<file path="src/rtl/scan_pkg.sv">
// Shared types and constants for the channel scan sequencer.
// State encoding plus channel count / select width for the 3:8 decoder.
package scan_pkg;

    typedef enum logic [1:0] {
        IDLE = 2'b00,
        SCAN = 2'b01,
        DONE = 2'b10
    } state_t;

    localparam int NCH   = 8;
    localparam int SEL_W = 3;

    localparam logic [SEL_W-1:0] LAST_CH = SEL_W'(NCH - 1);

endpackage

</file>
<file path="src/rtl/scan_seq_if.sv">
// Control and decoder-drive bundle between a scan controller and scan_seq.
// master = controller side, slave = sequencer side.
interface scan_seq_if;
    import scan_pkg::*;

    logic             start;
    logic             stop;
    logic             mode;
    logic             hold;
    logic [SEL_W-1:0] a;
    logic             enable;
    logic             busy;
    logic             step;
    logic             done;

    modport master (
        output start, stop, mode, hold,
        input  a, enable, busy, step, done
    );

    modport slave (
        input  start, stop, mode, hold,
        output a, enable, busy, step, done
    );

endinterface

</file>
<file path="src/rtl/dwell_timer.sv">
// 8-bit dwell counter: counts enabled cycles 0..DWELL-1 and wraps.
// expire is high whenever the count sits on its last value; clr wins over en.
module dwell_timer #(
    parameter int DWELL = 4
) (
    input  logic clk,
    input  logic rst,
    input  logic clr,
    input  logic en,
    output logic expire
);

    localparam logic [7:0] LAST = 8'(DWELL - 1);

    logic [7:0] r_cnt;

    always_ff @(posedge clk) begin
        if (rst || clr) begin
            r_cnt <= '0;
        end else if (en) begin
            r_cnt <= expire ? 8'd0 : r_cnt + 8'd1;
        end
    end

    assign expire = (r_cnt == LAST);

endmodule

</file>
<file path="src/rtl/scan_seq.sv">
// Steps a 3:8 decoder select through all channels, DWELL cycles each, single-pass or continuous.
// All outputs registered; stop aborts to IDLE, hold freezes channel and dwell count.
module scan_seq
    import scan_pkg::*;
#(
    parameter int DWELL = 4
) (
    input  logic       clk,
    input  logic       rst,
    scan_seq_if.slave  bus
);

    state_t           r_state;
    state_t           w_state_nxt;
    logic [SEL_W-1:0] r_a;
    logic [SEL_W-1:0] w_a_nxt;
    logic             r_enable, w_enable_nxt;
    logic             r_busy,   w_busy_nxt;
    logic             r_step,   w_step_nxt;
    logic             r_done,   w_done_nxt;
    logic             r_mode,   w_mode_nxt;

    logic w_expire;
    logic w_clr;
    logic w_cnt_en;
    logic w_advance;

    // Counter is held at zero outside SCAN so every scan starts with a fresh dwell.
    assign w_clr     = (r_state != SCAN) || bus.stop;
    assign w_cnt_en  = (r_state == SCAN) && !bus.hold && !bus.stop;
    assign w_advance = w_expire && !bus.hold;

    dwell_timer #(
        .DWELL (DWELL)
    ) u_dwell_timer (
        .clk    (clk),
        .rst    (rst),
        .clr    (w_clr),
        .en     (w_cnt_en),
        .expire (w_expire)
    );

    always_ff @(posedge clk) begin
        if (rst) begin
            r_state  <= IDLE;
            r_a      <= '0;
            r_enable <= 1'b0;
            r_busy   <= 1'b0;
            r_step   <= 1'b0;
            r_done   <= 1'b0;
            r_mode   <= 1'b0;
        end else begin
            r_state  <= w_state_nxt;
            r_a      <= w_a_nxt;
            r_enable <= w_enable_nxt;
            r_busy   <= w_busy_nxt;
            r_step   <= w_step_nxt;
            r_done   <= w_done_nxt;
            r_mode   <= w_mode_nxt;
        end
    end

    always_comb begin
        w_state_nxt = r_state;
        case (r_state)
            IDLE: begin
                if (bus.start && !bus.stop) w_state_nxt = SCAN;
            end
            SCAN: begin
                if (bus.stop) begin
                    w_state_nxt = IDLE;
                end else if (w_advance && (r_a == LAST_CH) && !r_mode) begin
                    w_state_nxt = DONE;
                end
            end
            DONE:    w_state_nxt = IDLE;
            default: w_state_nxt = IDLE;
        endcase
    end

    // Next registered outputs; defaults are the idle values.
    always_comb begin
        w_a_nxt      = '0;
        w_enable_nxt = 1'b0;
        w_busy_nxt   = 1'b0;
        w_step_nxt   = 1'b0;
        w_done_nxt   = 1'b0;
        w_mode_nxt   = r_mode;
        case (r_state)
            IDLE: begin
                if (bus.start && !bus.stop) begin
                    w_enable_nxt = 1'b1;
                    w_busy_nxt   = 1'b1;
                    w_mode_nxt   = bus.mode;
                end
            end
            SCAN: begin
                if (!bus.stop) begin
                    if (w_advance && (r_a == LAST_CH) && !r_mode) begin
                        w_done_nxt = 1'b1;
                    end else begin
                        w_enable_nxt = 1'b1;
                        w_busy_nxt   = 1'b1;
                        if (w_advance) begin
                            w_a_nxt    = r_a + SEL_W'(1);
                            w_step_nxt = 1'b1;
                        end else begin
                            w_a_nxt = r_a;
                        end
                    end
                end
            end
            default: ;
        endcase
    end

    assign bus.a      = r_a;
    assign bus.enable = r_enable;
    assign bus.busy   = r_busy;
    assign bus.step   = r_step;
    assign bus.done   = r_done;

endmodule
</file>
<file path="src/flat_wrapper.sv">
// flat-port wrapper written by rule: the top's interface ports become plain ports
module scan_seq_flat import scan_pkg::*;
#(
    parameter int DWELL = 4
)
  (clk, rst, bus_start, bus_stop, bus_mode, bus_hold, bus_a, bus_enable, bus_busy, bus_step, bus_done);
  scan_seq_if bus_i ();
  input  logic clk;
  input  logic rst;
  input wire logic [$bits(bus_i.start)-1:0] bus_start;
  input wire logic [$bits(bus_i.stop)-1:0] bus_stop;
  input wire logic [$bits(bus_i.mode)-1:0] bus_mode;
  input wire logic [$bits(bus_i.hold)-1:0] bus_hold;
  output wire logic [$bits(bus_i.a)-1:0] bus_a;
  output wire logic [$bits(bus_i.enable)-1:0] bus_enable;
  output wire logic [$bits(bus_i.busy)-1:0] bus_busy;
  output wire logic [$bits(bus_i.step)-1:0] bus_step;
  output wire logic [$bits(bus_i.done)-1:0] bus_done;
  assign bus_i.start = bus_start;
  assign bus_i.stop = bus_stop;
  assign bus_i.mode = bus_mode;
  assign bus_i.hold = bus_hold;
  assign bus_a = bus_i.a;
  assign bus_enable = bus_i.enable;
  assign bus_busy = bus_i.busy;
  assign bus_step = bus_i.step;
  assign bus_done = bus_i.done;
  scan_seq #(.DWELL(DWELL)) u_core (.clk(clk), .rst(rst), .bus(bus_i));
endmodule
</file>
<file path="config.mk">
export PLATFORM = sky130hd
export DESIGN_NAME = scan_seq_flat
export DESIGN_NICKNAME = d
export VERILOG_FILES = /design/src/rtl/scan_pkg.sv /design/src/rtl/scan_seq_if.sv /design/src/rtl/dwell_timer.sv /design/src/rtl/scan_seq.sv /design/src/flat_wrapper.sv
export SDC_FILE = /design/constraint.sdc
export NUM_CORES = 1
export LEC_CHECK = 0
export CAP_MARGIN = 5
export CORE_UTILIZATION = 35
export DETAILED_ROUTE_END_ITERATION = 8
export GPL_TIMING_DRIVEN = 0
export PLACE_DENSITY = 0.52
export SYNTH_ARGS = -nofsm -noshare
export SYNTH_HDL_FRONTEND = slang
export SYNTH_SLANG_ARGS = --single-unit
export TNS_END_PERCENT = 30
</file>
<file path="constraint.sdc">
create_clock -name clk -period 2 [get_ports clk]
set_clock_uncertainty 0.2 [all_clocks]
set_input_delay 0.4 -clock clk [delete_from_list [all_inputs] [get_ports clk]]
set_output_delay 0.4 -clock clk [all_outputs]
set_load 0.02 [all_outputs]
</file>
* Word-level counts from Yosys, hierarchy flattened
Cells that the tools add are included.
** Storage, ports and cells
- Bits in registers :: 17
- Output and inout bits :: 7
- Logic and storage cells :: 43
** Operators by class
- Add/sub/neg operators :: 2
- Eq/ne operators :: 6
- Multiplexer cells :: 11
- Bitwise gates (word level) :: 1
- Reductions and logical operators :: 16
** Operators by type and width (count)
- adder 8 x 1 -> 8 bit, second input constant :: 1
- equality test 8 x 2 -> 1 bit, second input constant :: 1
- 2-to-1 mux 8 bit :: 1
- logical AND 1 bit :: 6
- 2-to-1 mux 2 bit :: 3
- 2-to-1 mux 1 bit :: 5
- inequality test 2 x 1 -> 1 bit, second input constant :: 2
- one-hot mux 2 bit (2 select lines) :: 1
- AND reduction 2 bit :: 2
- OR reduction 4 bit :: 1
- adder 3 x 1 -> 3 bit, second input constant :: 1
- equality test 3 bit, second input constant :: 1
- zero test 1 bit :: 3
- inequality test 3 bit, second input constant :: 1
- OR reduction 3 bit :: 1
- equality test 2 x 1 -> 1 bit, second input constant :: 1
- zero test 2 bit :: 1
- logical OR 1 bit :: 2
- one-hot mux 1 bit (2 select lines) :: 1
- NOT 1 bit :: 1

* Longest topological paths before layout
- Word-level depth :: 7
- Depth in mapped cells :: 5
- Gate-level depth less buffers :: 5

* Hierarchy
From an unflattened synthesis, not the netlist that was laid out.
** Unflattened totals
- Cell total of the unflattened synthesis :: 78
- Area total of the unflattened synthesis :: 765.7 µm²
** Modules (own cells, without submodules)
- dwell_timer :: times used 1, cells an instance 45, area an instance 410.4 µm²
- scan_seq :: times used 1, cells an instance 33, area an instance 355.3 µm²

* Worst setup path before layout
OpenSTA, ideal clock, no wires.
- Path type :: input port to flip-flop
- Start point :: input bus_hold
- End point :: register u_core.u_dwell_timer.r_cnt[5]
- Arrival time :: 1.546 ns
- Required time :: 1.730 ns
- Setup slack :: 0.185 ns
- Cell stages on the path :: 3
- Buffers on the path :: 0
- Path through :: or4b_4 -> or4_1 -> a21oi_1
** Between the ends
- Cells in the longest elaborated chain, start to end :: 3
** RTL lines
- from (decl) :: line flat_wrapper.sv:13 : input wire logic [$bits(bus_i.hold)-1:0] bus_hold;
- zero test 1 bit :: line scan_seq.sv:30 : assign w_cnt_en = (r_state == SCAN) && !bus.hold && !bus.stop;
- logical AND 1 bit (2 in a row) :: line scan_seq.sv:30
- to (signal assigned) :: line dwell_timer.sv:21 : r_cnt <= expire ? 8'd0 : r_cnt + 8'd1;
- to (decl) :: line dwell_timer.sv:15 : logic [7:0] r_cnt;
Every way passes these cells.
A chain may end at the register's enable or synchronous reset.

* Worst setup path after layout
- Start point :: register u_core.r_enable, in the netlist u_core.bus.enable
- End point :: output bus_enable
** RTL lines
- from (decl) :: line scan_seq.sv:17 : logic r_enable, w_enable_nxt;
- from (signal assigned) :: line scan_seq.sv:55 : r_enable <= w_enable_nxt;
- to (decl) :: line flat_wrapper.sv:15 : output wire logic [$bits(bus_i.enable)-1:0] bus_enable;
No word-level cell between the ends.

==> results.sh <==
export IMPL_status="finished clean"
export IMPL_synth_nets=94
export IMPL_cts_buffer_depth=2
export IMPL_setup_viol=0
export IMPL_ant_nets=0
export IMPL_first_global_vias=614
export IMPL_fin_crit_sh_pct=95.73
export IMPL_slowest_stage="clkdlybuf4s50_1"
export IMPL_yosysSeqAreaShare_pct=43.52
export IMPL_drive_gt1_share_pct=8.911
export IMPL_routed_wl_um=1650
export IMPL_grt_max_degree=11
export IMPL_netlist_area_um2=782.0
export IMPL_layout_setup_ws_ns=0.08538
export IMPL_grt_pass1_wl_um=2822
export IMPL_slew_headroom_pct=50.57
export IMPL_dp_hpwl_um=1184
export IMPL_cts_root_buf="clkbuf_4"
export IMPL_p_clk_share_pct=33.1
export IMPL_final_util_pct=48.02
export IMPL_ir_worst_vdd_mv=0.3770
export IMPL_chipHeight_um=49.27
export IMPL_worst_setup_path_start_kind="flip-flop"
export IMPL_worst_pin_slew_ns=0.7347
export IMPL_post_cts_buffers=0
export IMPL_dpl_worst_slack_ns=-0.4224
export IMPL_r2r_slack_ns=0.14
export IMPL_syn_inst=85
export IMPL_die_w_um=49.27
export IMPL_port_buffers=12
export IMPL_synth_ff_latch_count=17
export IMPL_hold_path_class="reg2reg"
export IMPL_cts_sinks=17
export IMPL_power_frac_seq_pct=61.1
export IMPL_overflow=0
export IMPL_synth_edf_count=0
export IMPL_timing_rr_start="u_core.u_dwell_timer.r_cnt[0]"
export IMPL_fmax_mhz=522.3
export IMPL_yosys_warnings=0
export IMPL_drt_pass1_iterations=4
export IMPL_p_int_w=0.0004379
export IMPL_nNetsFinal=111
export IMPL_end_kind="primary output"
export IMPL_antenna_cells=0
export IMPL_grtUsageTotal_pct=15.50
export IMPL_power_leakage_nw=0.2948
export IMPL_path_class="reg2out"
export IMPL_synth_main_ff_cell="dfxtp_1"
export IMPL_clk_pin_slew_ns=0.10
export IMPL_setup_tns_ns=0
export IMPL_worstHoldStart="u_core.u_dwell_timer.r_cnt[1]"
export IMPL_wl_per_cell_um=12.89
export IMPL_start_util_pct=38.68
export IMPL_cp_startpoint="u_core.bus.enable"
export IMPL_yosysTopAreaCellShare_pct=43.52
export IMPL_post_synth_top_area_cell="dfxtp_1"
export IMPL_crit_family="buffers and inverters"
export IMPL_num_io_pins=13
export IMPL_cts_made_buffers=3
export IMPL_drtIter0Drc=7
export IMPL_antenna_found_initial=0
export IMPL_path_buf_inv=2
export IMPL_coreArea_mm2=0.002022
export IMPL_synth_area_leaders="dfxtp_1, a21oi_1, o21ai_0, ha_1, or4_1"
export IMPL_final_hold_viol_count=0
export IMPL_worstPathMaxFanout=2
export IMPL_cts_max_level=1
export IMPL_power_w=0.0005629
export IMPL_place_congestion=0.7716
export IMPL_die_area_mm2=0.002428
export IMPL_rsz0062_at_grt="no"
export IMPL_cts_tree="built"
export IMPL_cts_hold_buf=0
export IMPL_area_growth_pct=24.16
export IMPL_combPwrFrac_pct=5.8
export IMPL_num_vias=707
export IMPL_swShare_pct=22.20
export IMPL_synth_async_reset_ratio_pct=0
export IMPL_drv_slew=0
export IMPL_cp_cell_sequence="buf_4 > clkdlybuf4s50_1"
export IMPL_rows=16
export IMPL_cp_arrival_ns=1.31
export IMPL_min_period_ns=1.915
export IMPL_avgSynthCellArea_um2=9.200
export IMPL_cpPeakStageDelay_ns=0.58
export IMPL_post_route_drc_count=0
export IMPL_clkLatencyLatePin_ns=0.29
export IMPL_required_ns=1.40
export IMPL_viasPerCell=5.523
export IMPL_switchingPower_w=0.0001250
export IMPL_drv_cap=0
export IMPL_ys_types=27
export IMPL_cellPowerDensity_mw_per_mm2=579.7
==> cell usage after synthesis, drive strengths merged, types with 3 or more instances <==
library cell	n
or4	4
o31ai	3
a21oi	11
o21ai	8
nand2	5
or4b	3
nand4	3
dfxtp	17
or3	3
nor3	3
ha	3
nor4b	3
nand3	3
==> flip-flops by register name, indices dropped and copies added (netlist names) <==
register / cells
u_core.bus.a: 3
u_core.bus.done: 1
u_core.bus.enable: 1
u_core.bus.step: 1
u_core.r_mode: 1
u_core.r_state: 2
u_core.u_dwell_timer.r_cnt: 8
==> power groups by stage <==
stage | Combinational [W] | Sequential, W | Clock (W)
4_1_cts | 0.0000331 | 0.000344 | 0.000196
5_1_grt | 0.0000357 | 0.000345 | 0.000214
3_5_place_dp | 0.0000342 | 0.000352 | 0
6_report | 0.0000326 | 0.000344 | 0.000186
2_1_floorplan | 0.0000140 | 0.000353 | 0
3_3_place_gp | 0.0000345 | 0.000352 | 0
==> cell type report <==
| type | instances | area [µm²] |
|---|---|---|
| flip-flops and latches | 17 | 340.3 |
| repair buffers | 12 | 117.6 |
| plain buffers | 3 | 22.52 |
| clock buffers | 4 | 26.28 |
| well taps | 27 | 33.78 |
| fillers | 197 | 1051 |
| inverters | 2 | 7.507 |
| multi-input cells | 63 | 422.9 |
==> worst register-to-register path, delay by kind of cell (launching register included) <==
kind,cells,cell delay (ns)
flip-flops,1,0.40
AND/OR/NAND/NOR,2,0.78
adder cells (fa/ha/maj),1,0.28
AO/OA/AOI/OAI,1,0.09
==> metal layers <==
metal	vias up	track usage, %	routed length, µm
li1	365	-	-
met1	328	20.94	868
met2	10	21.92	707
met3	4	5.919	48
met4	0	5.882	25
met5	-	0	0
==> worst paths after layout <==
| check | cells past startpoint | to |
|---|---|---|
| worst max-delay path | 2 | bus_enable |
| worst min-delay path | 2 | u_core.u_dwell_timer.r_cnt[1] |
| worst max register to register | 4 | u_core.bus.enable |
| worst min register to register | 2 | u_core.u_dwell_timer.r_cnt[1] |
==> kinds of logic after synthesis <==
logic type	share of synthesized area (%)
AND/OR/NAND/NOR	28.64
AO/OA/AOI/OAI	17.92
flip-flops	43.52
buffers and inverters	3.840
adder cells (fa/ha/maj)	4.801
multiplexers	1.280
==> cell usage in the layout (no fill, tap or decap), types with 2 or more instances in the layout <==
cell / instances
nor3_1: 2
nand2_1: 5
clkdlybuf4s50_1: 10
ha_1: 3
dlygate4sd2_1: 2
or3_1: 3
dfxtp_1: 17
or4_1: 4
a21oi_1: 11
inv_1: 2
nor4b_1: 2
o31ai_1: 3
nand3_1: 3
clkbuf_4: 3
o21ai_0: 8
nand2b_1: 2
nand4_1: 3
clkbuf_1: 2
or4b_1: 2
o211ai_1: 2
==> stage by stage <==
| step | std cells | hold slack [ns] | area, µm² |
|---|---|---|---|
| 6_report | 128 | 0.2890 | 970.9 |
| 5_1_grt | 128 | 0.3144 | 970.9 |
| 4_1_cts | 128 | 0.2954 | 965.9 |
| 3_5_place_dp | 124 | 0.2769 | 935.9 |
| 3_3_place_gp | 124 | 0.2748 | 935.9 |
| 2_1_floorplan | 85 | 0.2511 | 782.0 |
==> timing repair <==
action / in CTS / in global routing
endpoints found under the hold margin: 0 / 0
setup endpoints to repair: 9 / 2
pin swaps: 1 / 0
resized for setup: 3 / 1
Note: power is estimated with default switching activity, not from simulation.
